**src/rtl/exec_sequencer.sv**
```systemverilog
// Multi-cycle calculator execute engine: single-cycle add/sub, shift-add multiply, restoring divide.
// Optional EXEC_REMAINDER_EN adds a registered remainder output.
module exec_sequencer #(
    parameter int unsigned WIDTH = 16,
    parameter int unsigned CNT_W = 5
) (
    input  logic             clock,
    input  logic             reset,
    input  logic             start,
    input  logic             abort,
    input  logic [1:0]       op,
    input  logic [WIDTH-1:0] operand_a,
    input  logic [WIDTH-1:0] operand_b,
    output logic [WIDTH-1:0] result,
    output logic             busy,
    output logic             done,
    output logic             err_ovf,
`ifdef EXEC_REMAINDER_EN
    output logic [WIDTH-1:0] remainder,
`endif
    output logic             err_div0
);

    localparam logic [1:0] OP_ADD = 2'd0;
    localparam logic [1:0] OP_SUB = 2'd1;
    localparam logic [1:0] OP_MUL = 2'd2;
    localparam logic [1:0] OP_DIV = 2'd3;
    localparam int unsigned ACC_W = 2 * WIDTH;

    typedef enum logic [1:0] {IDLE, CALC, DONE} state_t;

    state_t             state, state_n;
    logic [CNT_W-1:0]   cnt, cnt_n;
    logic [ACC_W-1:0]   acc, acc_n;
    logic [WIDTH-1:0]   opb, opb_n;
    logic               is_div, is_div_n;
    logic               wr;
    logic [WIDTH-1:0]   result_n;
    logic               ovf_n, div0_n;
`ifdef EXEC_REMAINDER_EN
    logic [WIDTH-1:0]   rem_n;
`endif

    logic               accept;
    logic               iterative;
    logic [WIDTH:0]     add_sum;
    logic [WIDTH:0]     mul_sum;
    logic [ACC_W-1:0]   mul_acc;
    logic [WIDTH:0]     div_shift;
    logic [WIDTH:0]     div_diff;
    logic [ACC_W-1:0]   div_acc;

    assign accept    = (state == IDLE) && start && !abort;
    assign iterative = (op == OP_MUL) || ((op == OP_DIV) && (operand_b != '0));
    assign add_sum   = {1'b0, operand_a} + {1'b0, operand_b};

    // acc holds {partial product, multiplier} for mul and {partial remainder, quotient} for div
    assign mul_sum   = {1'b0, acc[ACC_W-1:WIDTH]} + (acc[0] ? {1'b0, opb} : (WIDTH+1)'(0));
    assign mul_acc   = {mul_sum, acc[WIDTH-1:1]};
    assign div_shift = {acc[ACC_W-1:WIDTH], acc[WIDTH-1]};
    assign div_diff  = div_shift - {1'b0, opb};
    assign div_acc   = div_diff[WIDTH] ? {div_shift[WIDTH-1:0], acc[WIDTH-2:0], 1'b0}
                                       : {div_diff[WIDTH-1:0], acc[WIDTH-2:0], 1'b1};

    // State register
    always_ff @(posedge clock or posedge reset) begin
        if (reset) state <= IDLE;
        else       state <= state_n;
    end

    // Next-state logic
    always_comb begin
        state_n = state;
        case (state)
            IDLE:    if (accept) state_n = iterative ? CALC : DONE;
            CALC:    if (abort) state_n = IDLE;
                     else if (cnt == CNT_W'(1)) state_n = DONE;
            DONE:    state_n = IDLE;
            default: state_n = IDLE;
        endcase
    end

    // Datapath next values and result write strobe
    always_comb begin
        cnt_n    = cnt;
        acc_n    = acc;
        opb_n    = opb;
        is_div_n = is_div;
        wr       = 1'b0;
        result_n = result;
        ovf_n    = err_ovf;
        div0_n   = err_div0;
`ifdef EXEC_REMAINDER_EN
        rem_n    = remainder;
`endif
        if (accept) begin
            opb_n    = operand_b;
            is_div_n = (op == OP_DIV);
            if (iterative) begin
                acc_n = {WIDTH'(0), operand_a};
                cnt_n = CNT_W'(WIDTH);
            end else begin
                wr     = 1'b1;
                div0_n = 1'b0;
                ovf_n  = 1'b0;
`ifdef EXEC_REMAINDER_EN
                rem_n  = '0;
`endif
                case (op)
                    OP_ADD: begin
                        result_n = add_sum[WIDTH-1:0];
                        ovf_n    = add_sum[WIDTH];
                    end
                    OP_SUB: begin
                        result_n = operand_a - operand_b;
                        ovf_n    = (operand_a < operand_b);
                    end
                    default: begin
                        result_n = '1;
                        div0_n   = 1'b1;
`ifdef EXEC_REMAINDER_EN
                        rem_n    = operand_a;
`endif
                    end
                endcase
            end
        end else if ((state == CALC) && !abort) begin
            acc_n = is_div ? div_acc : mul_acc;
            cnt_n = cnt - CNT_W'(1);
            if (cnt == CNT_W'(1)) begin
                wr     = 1'b1;
                div0_n = 1'b0;
                if (is_div) begin
                    result_n = div_acc[WIDTH-1:0];
                    ovf_n    = 1'b0;
`ifdef EXEC_REMAINDER_EN
                    rem_n    = div_acc[ACC_W-1:WIDTH];
`endif
                end else begin
                    result_n = mul_acc[WIDTH-1:0];
                    ovf_n    = |mul_acc[ACC_W-1:WIDTH];
`ifdef EXEC_REMAINDER_EN
                    rem_n    = '0;
`endif
                end
            end
        end
    end

    // Datapath and output registers
    always_ff @(posedge clock or posedge reset) begin
        if (reset) begin
            cnt      <= '0;
            acc      <= '0;
            opb      <= '0;
            is_div   <= 1'b0;
            result   <= '0;
            err_ovf  <= 1'b0;
            err_div0 <= 1'b0;
            busy     <= 1'b0;
            done     <= 1'b0;
`ifdef EXEC_REMAINDER_EN
            remainder <= '0;
`endif
        end else begin
            cnt    <= cnt_n;
            acc    <= acc_n;
            opb    <= opb_n;
            is_div <= is_div_n;
            busy   <= (state_n != IDLE);
            done   <= (state_n == DONE);
            if (wr) begin
                result   <= result_n;
                err_ovf  <= ovf_n;
                err_div0 <= div0_n;
`ifdef EXEC_REMAINDER_EN
                remainder <= rem_n;
`endif
            end
        end
    end

endmodule

```
**config.mk**
```make
export PLATFORM = sky130hd
export DESIGN_NAME = exec_sequencer
export DESIGN_NICKNAME = d
export VERILOG_FILES = /design/src/rtl/exec_sequencer.sv
export SDC_FILE = /design/constraint.sdc
export NUM_CORES = 1
export LEC_CHECK = 0
export BUFFER_PORTS_ARGS = -buffer_cell sky130_fd_sc_hd__buf_2
export CAP_MARGIN = 15
export CORE_ASPECT_RATIO = 0.9
export CORE_UTILIZATION = 57
export DETAILED_ROUTE_END_ITERATION = 6
export GPL_TIMING_DRIVEN = 0
export PLACE_DENSITY = 0.8
export SKIP_CTS_REPAIR_TIMING = 1
export SYNTH_ARGS = -nofsm -noshare
export SYNTH_HDL_FRONTEND = slang
export SYNTH_SLANG_ARGS = --single-unit
```
**constraint.sdc**
```tcl
create_clock -name clock -period 3.95 [get_ports clock]
set_input_delay 0 -clock clock [delete_from_list [all_inputs] [get_ports clock]]
set_output_delay 0 -clock clock [all_outputs]
set_load 0.01 [all_outputs]
```
# Yosys cells after proc, flatten, opt, wreduce, memory -nomap -nowiden
# Index checks and enable logic that the tools add are counted.
# W data, S select, Z words.
# totals
ff_bits	76
inputBits	38
# op_classes
n_addsub	5
magnitude_cmp	1
eq_ne	8
mux	35
reduce_logical	16
# ops
operator	n
$mux W32	5
$mux W16	6
$add A16 B16 Y17	2
$pmux W16 S2	1
$sub A17 B16 Y17	1
$lt A16 B16 Y1	1
$reduce_bool A16 Y1	1
$reduce_or A16 Y1	1
$sub A16 B16 Y16	1
$mux W5	3
$mux W1	14
$mux W2	4
$eq A2 B2 Y1 const B	3
$reduce_bool A2 Y1	3
$eq A5 B1 Y1 const B	1
$sub A5 B1 Y5 const B	1
$eq A2 B1 Y1 const B	2
$logic_and A1 B1 Y1	4
$logic_not A2 Y1	2
$pmux W2 S2	1
$reduce_and A4 Y1	1
$ne A2 B1 Y1 const B	1
$ne A2 B2 Y1 const B	1
$pmux W1 S2	1
other kinds (4)	4

# Depth between registers and ports, before layout
# logic_depth
depth_word	7
mapped_depth	13
depth_no_buf	12

# Least setup slack after synthesis
# No wires, ideal clock.
# synth_path
path_kind	flip-flop to flip-flop
from	reg acc[0]
to	reg err_ovf
setup_ns	0.141
t_arrival_ns	2.754
slack_ns	1.055
path_stages_with_launch	13
period_less_slack_ns	2.895
path_cell_list	dfrtp_1 -> clkbuf_1 -> and2_1 -> ha_1 -> clkbuf_1 -> and3_1 -> and2_1 -> or3_1 -> nor4_1 -> o2111ai_1 -> nor4_1 -> nor4b_1 -> o41ai_1
# synth_between
elab_chain_len	7
# synth_lines
item	line_no	text
start: declaration	34	logic [ACC_W-1:0] acc, acc_n;
start signal: assignment	167	acc <= acc_n;
$mux W16	58	assign mul_sum = {1'b0, acc[ACC_W-1:WIDTH]} + (acc[0] ? {1'b0, opb} : (WIDTH+1)'(0));
$add A16 B16 Y17	58	
$reduce_or A16 Y1	141	ovf_n = |mul_acc[ACC_W-1:WIDTH];
$mux W1	133	if (is_div) begin
$mux W1	130	if (cnt == CNT_W'(1)) begin
$mux W1	127	end else if ((state == CALC) && !abort) begin
$mux W1	96	if (accept) begin
end signal: assignment	174	err_ovf <= ovf_n;
end: declaration	17	output logic err_ovf,
# No other way between the ends. The select of a mux whose other input is x is not followed.
# A chain may end at the register's enable or synchronous reset.

# Worst setup path after layout
# Ends and elaborated chain as after synthesis.

==> results.md <==
Run status:
- The flow ran to the end, but the final reports show violations.
- The checks that failed: negative hold slack.

Hold path:
- The path category of the worst min-delay check is input pin to register.

Clocking:
- The clock passes through at most 2 buffers.
- The number of buffers created by CTS is 9.
- Clock tree synthesis found a total of 76 sinks.
- TritonCTS built the clock tree.
- The clock tree synthesis step divided the H-tree into 3 levels.
- The clock insertion delay at the later pin of the skew report is 350 ps.
- After clock tree synthesis, the clock-pin slew on the worst setup and hold paths is 60 ps.
- The root buffer selected by CTS is clkbuf_16.

Finish:
- In the layout the commonest cells are 89 x nand2_1, 75 x dfrtp_1, 66 x ha_1.
- For this run, the post-layout net count is 1051.
- The repair_antennas step left the layout with diodes totalling 0.
- The commonest non-fill, non-tap cell in the layout is nand2_1.
- The filler cells instantiated in the layout total 966.
- The final core area utilization is 67.74%.
- In the final layout, the share of cells above drive strength 1 is 10.13%.
- The area growth from synthesis to layout is 13.54%.

Detailed routing:
- The average wire length per cell after detail routing is 18.83 um.
- The final layout contains routed wiring with a total length of 20790 um.
- The number of DRC violations after detailed routing is 0.
- The total number of vias is 7037.
- In this run the remaining antenna-violating nets after routing total 0.
- For this block, the initial DRC count from the detailed router was 716.
- The number of search-and-repair iterations in the first detailed-routing pass is 5.
- The via density per instance is 6.374.

Timing:
- The count of pins over their slew limit is 0.
- Based on the critical path, the design can be clocked at up to 0.2737 GHz.
- The worst hold slack after final layout is -17.34 ps.
- The clock skew is 7.953 ps.
- The count of final hold-check violations is 4.
- The final critical path time including I/O delays and setup is 3654 ps.
- For the final routed database, the setup TNS stands at 0 ps.
- The headroom to the max-slew limit is 37.38%.
- Setup repair after global routing left no endpoint under its margin.
- The part of the cycle the worst path needs is 92.50%.
- Setup violations remaining at the end of the flow were counted as 0.
- The slew at the pin closest to its max-slew limit is 935.8 ps.

Floorplanning:
- The core region is 11670 sq um.
- The initial utilization of the core area, before any placement, comes to 59.66%.
- 58 I/O pins were placed.
- The vertical die dimension is 106.8 um.
- The die footprint is 12660 sq um.
- The die is 118.5 um wide.
- The initialized floorplan defines 37 standard-cell rows.

Placement:
- The placed wire-length estimate is 15720 um.
- The congestion estimate from routability-driven global placement came to 0.9172.
- Buffers placed on the I/O ports in this run total 56.

Setup path:
- The worst reg-to-reg setup slack is 300 ps.
- The critical path in this run is classified as register to register.
- The data required time of the critical path is 4140 ps.
- The worst setup path is launched from a register.
- The slowest stage cell on the critical path is dfrtp_2.
- The biggest fanout along the worst timing path is 10.
- The sort of element at the end of the critical path is a register.
- Walking the worst path, the cells encountered are clkbuf_2, and2_1, ha_1, clkbuf_1, and3_1, and2_1, or3_1, nor4_1, o2111ai_1, nor4_1, nor4b_1, o41ai_1.
- At the worst endpoint, the arrival time is 3850 ps.
- The peak per-stage delay on the critical path is 500 ps.

Synthesis:
- The average instance in the mapped netlist occupies 8.075 sq um.
- The synthesized design contains 0 enable-type register cells.
- In the post-synthesis netlist, the biggest area contributors are dfrtp_1 27%, ha_1 12%, nand2_1 4.8%.
- The count of different cell masters after synthesis is 77.
- The cell count after synthesis came out at 862.
- The leading area contributor after synthesis is dfrtp_1.
- The proportion of netlist area held by the largest area contributor is 27.32%.
- For this run, the register share of the synthesized area comes to 27.32%.
- The cell area that synthesis handed to floorplanning was 6960 sq um.
- The number of warnings printed during yosys synthesis is 0.
- The synthesized net count is 970.
- The dominant synthesized flop cell is dfrtp_1.
- The async set-or-reset flop fraction in the synthesized netlist is 100.0%.
- The synthesized flop and latch total is 76.

Job:
- The number of max-capacitance violations reported is 0.

Power:
- The peak ir drop on the vdd network is 399.5 uV.
- In this run the power density over the cells is 552.3 nW/um^2.
- The leakage power is 3.635 nW.

GRT:
- For this run the aggregate overflow at the end of global routing stands at 0.
- The initial antenna violation count is 0.
- The wire length of the first global-routing pass is 33410 um.
- The number of global-route vias before repair is 6444.
- The overall routing resource usage is 33.84%.
- Entering global routing, the biggest net connects 58 pins.
-- report_power, final --
group,switching (mW),internal (mW)
Clock,0.336,0.522
Combinational,1.31,0.947
Sequential,0.228,1.02
Total,1.87,2.49
-- layout make-up --
class / count / area [sq um] / share of cell area (%)
clock buffers: 12 / 256.5 / 3.246
inverters: 63 / 239.0 / 3.024
well taps: 156 / 195.2 / 2.470
repair buffers: 70 / 437.9 / 5.541
plain buffers: 37 / 153.9 / 1.947
flip-flops and latches: 76 / 1903 / 24.08
multi-input cells: 686 / 4669 / 59.09
clock inverters: 4 / 47.55 / 0.6016
-- critical path, delay by kind of cell (launching register included) --
family                     cells  cell delay (ps)
adders and majority gates      1              260
and+or+nand+nor                7             2010
buffers and inverters          2              420
DFF                            1              500
AOI/OAI and AO/OA              2              290
-- kinds of logic (layout without fill, tap and decap cells) --
| kind of cell | after synthesis | after routing | share of synthesized area (%) |
|---|---|---|---|
| fa+ha+maj | 70 | 70 | 13.01 |
| buf+inv | 100 | 186 | 5.590 |
| compound gates | 280 | 280 | 25.71 |
| flops | 76 | 76 | 27.32 |
| mux | 32 | 32 | 4.674 |
| simple gates | 269 | 269 | 19.02 |
| xor+xnor | 35 | 35 | 4.674 |
-- cells in the mapped netlist, types with 3 or more instances --
cell	count
mux2i_1	31
and3_1	7
nand2b_1	14
nand4_1	5
clkbuf_1	29
or3_1	6
o211ai_1	6
o2111ai_1	4
o221ai_1	4
and2_1	21
nand3_1	14
a31oi_1	13
nand2_1	89
o21a_1	6
o21ai_1	51
a21oi_1	46
a221oi_1	6
o41ai_1	3
o21ai_0	61
o21bai_1	5
or2_2	3
xor2_1	10
a211oi_1	11
nor2b_1	12
buf_2	5
o31a_1	3
a22oi_1	8
inv_1	60
nor3_1	20
xnor2_1	24
ha_1	66
a21o_1	18
nor4_1	8
nor2_1	54
dfrtp_1	76
or4b_1	4
o31ai_1	3
fa_1	4
a31o_1	3
-- per-layer routing --
metal	part of all wire, %	wire, um	GRT usage (%)	vias up
li1	-	-	-	3279
met1	45	9254	50.19	3340
met2	43	8948	49.45	380
met3	11	2195	7.340	38
met4	1.9	395	9.222	0
met5	0	0	0	-
-- sequential cells by signal, indices dropped and copies added, names as in the netlist --
name      flops
result       16
err_ovf       1
busy          1
state         2
cnt           5
opb          16
err_div0      1
acc          32
done          1
is_div        1
-- final timing paths --
| kind | from | endpoint | depth (start not counted) |
|---|---|---|---|
| max | acc[0] | err_ovf | 12 |
| min | operand_b[6] | opb[6] | 3 |
| max reg2reg | acc[0] | err_ovf | 12 |
| min reg2reg | result[1] | result[1] | 1 |
| max in group asynchronous | reset | opb[1] | 4 |
| min in group asynchronous | reset | acc[28] | 3 |
-- metrics by stage --
| step | cells | setup slack, ps | power, mW | cell area [sq um] | hold WS [ps] |
|---|---|---|---|---|---|
| after floorplan | 862 | 1055 | 2.849 | 6960 | 105.4 |
| after global placement | 1074 | 237.3 | 3.366 | 7436 | 253.3 |
| after detailed placement | 1075 | 205.4 | 3.430 | 7466 | -27.34 |
| after CTS | 1091 | 170.4 | 4.299 | 7770 | -390.8 |
| after global routing | 1104 | 57.59 | 4.654 | 7903 | 4.515 |
| final | 1104 | 296.1 | 4.364 | 7903 | -17.34 |
Note: power is estimated with default switching activity, not from simulation.
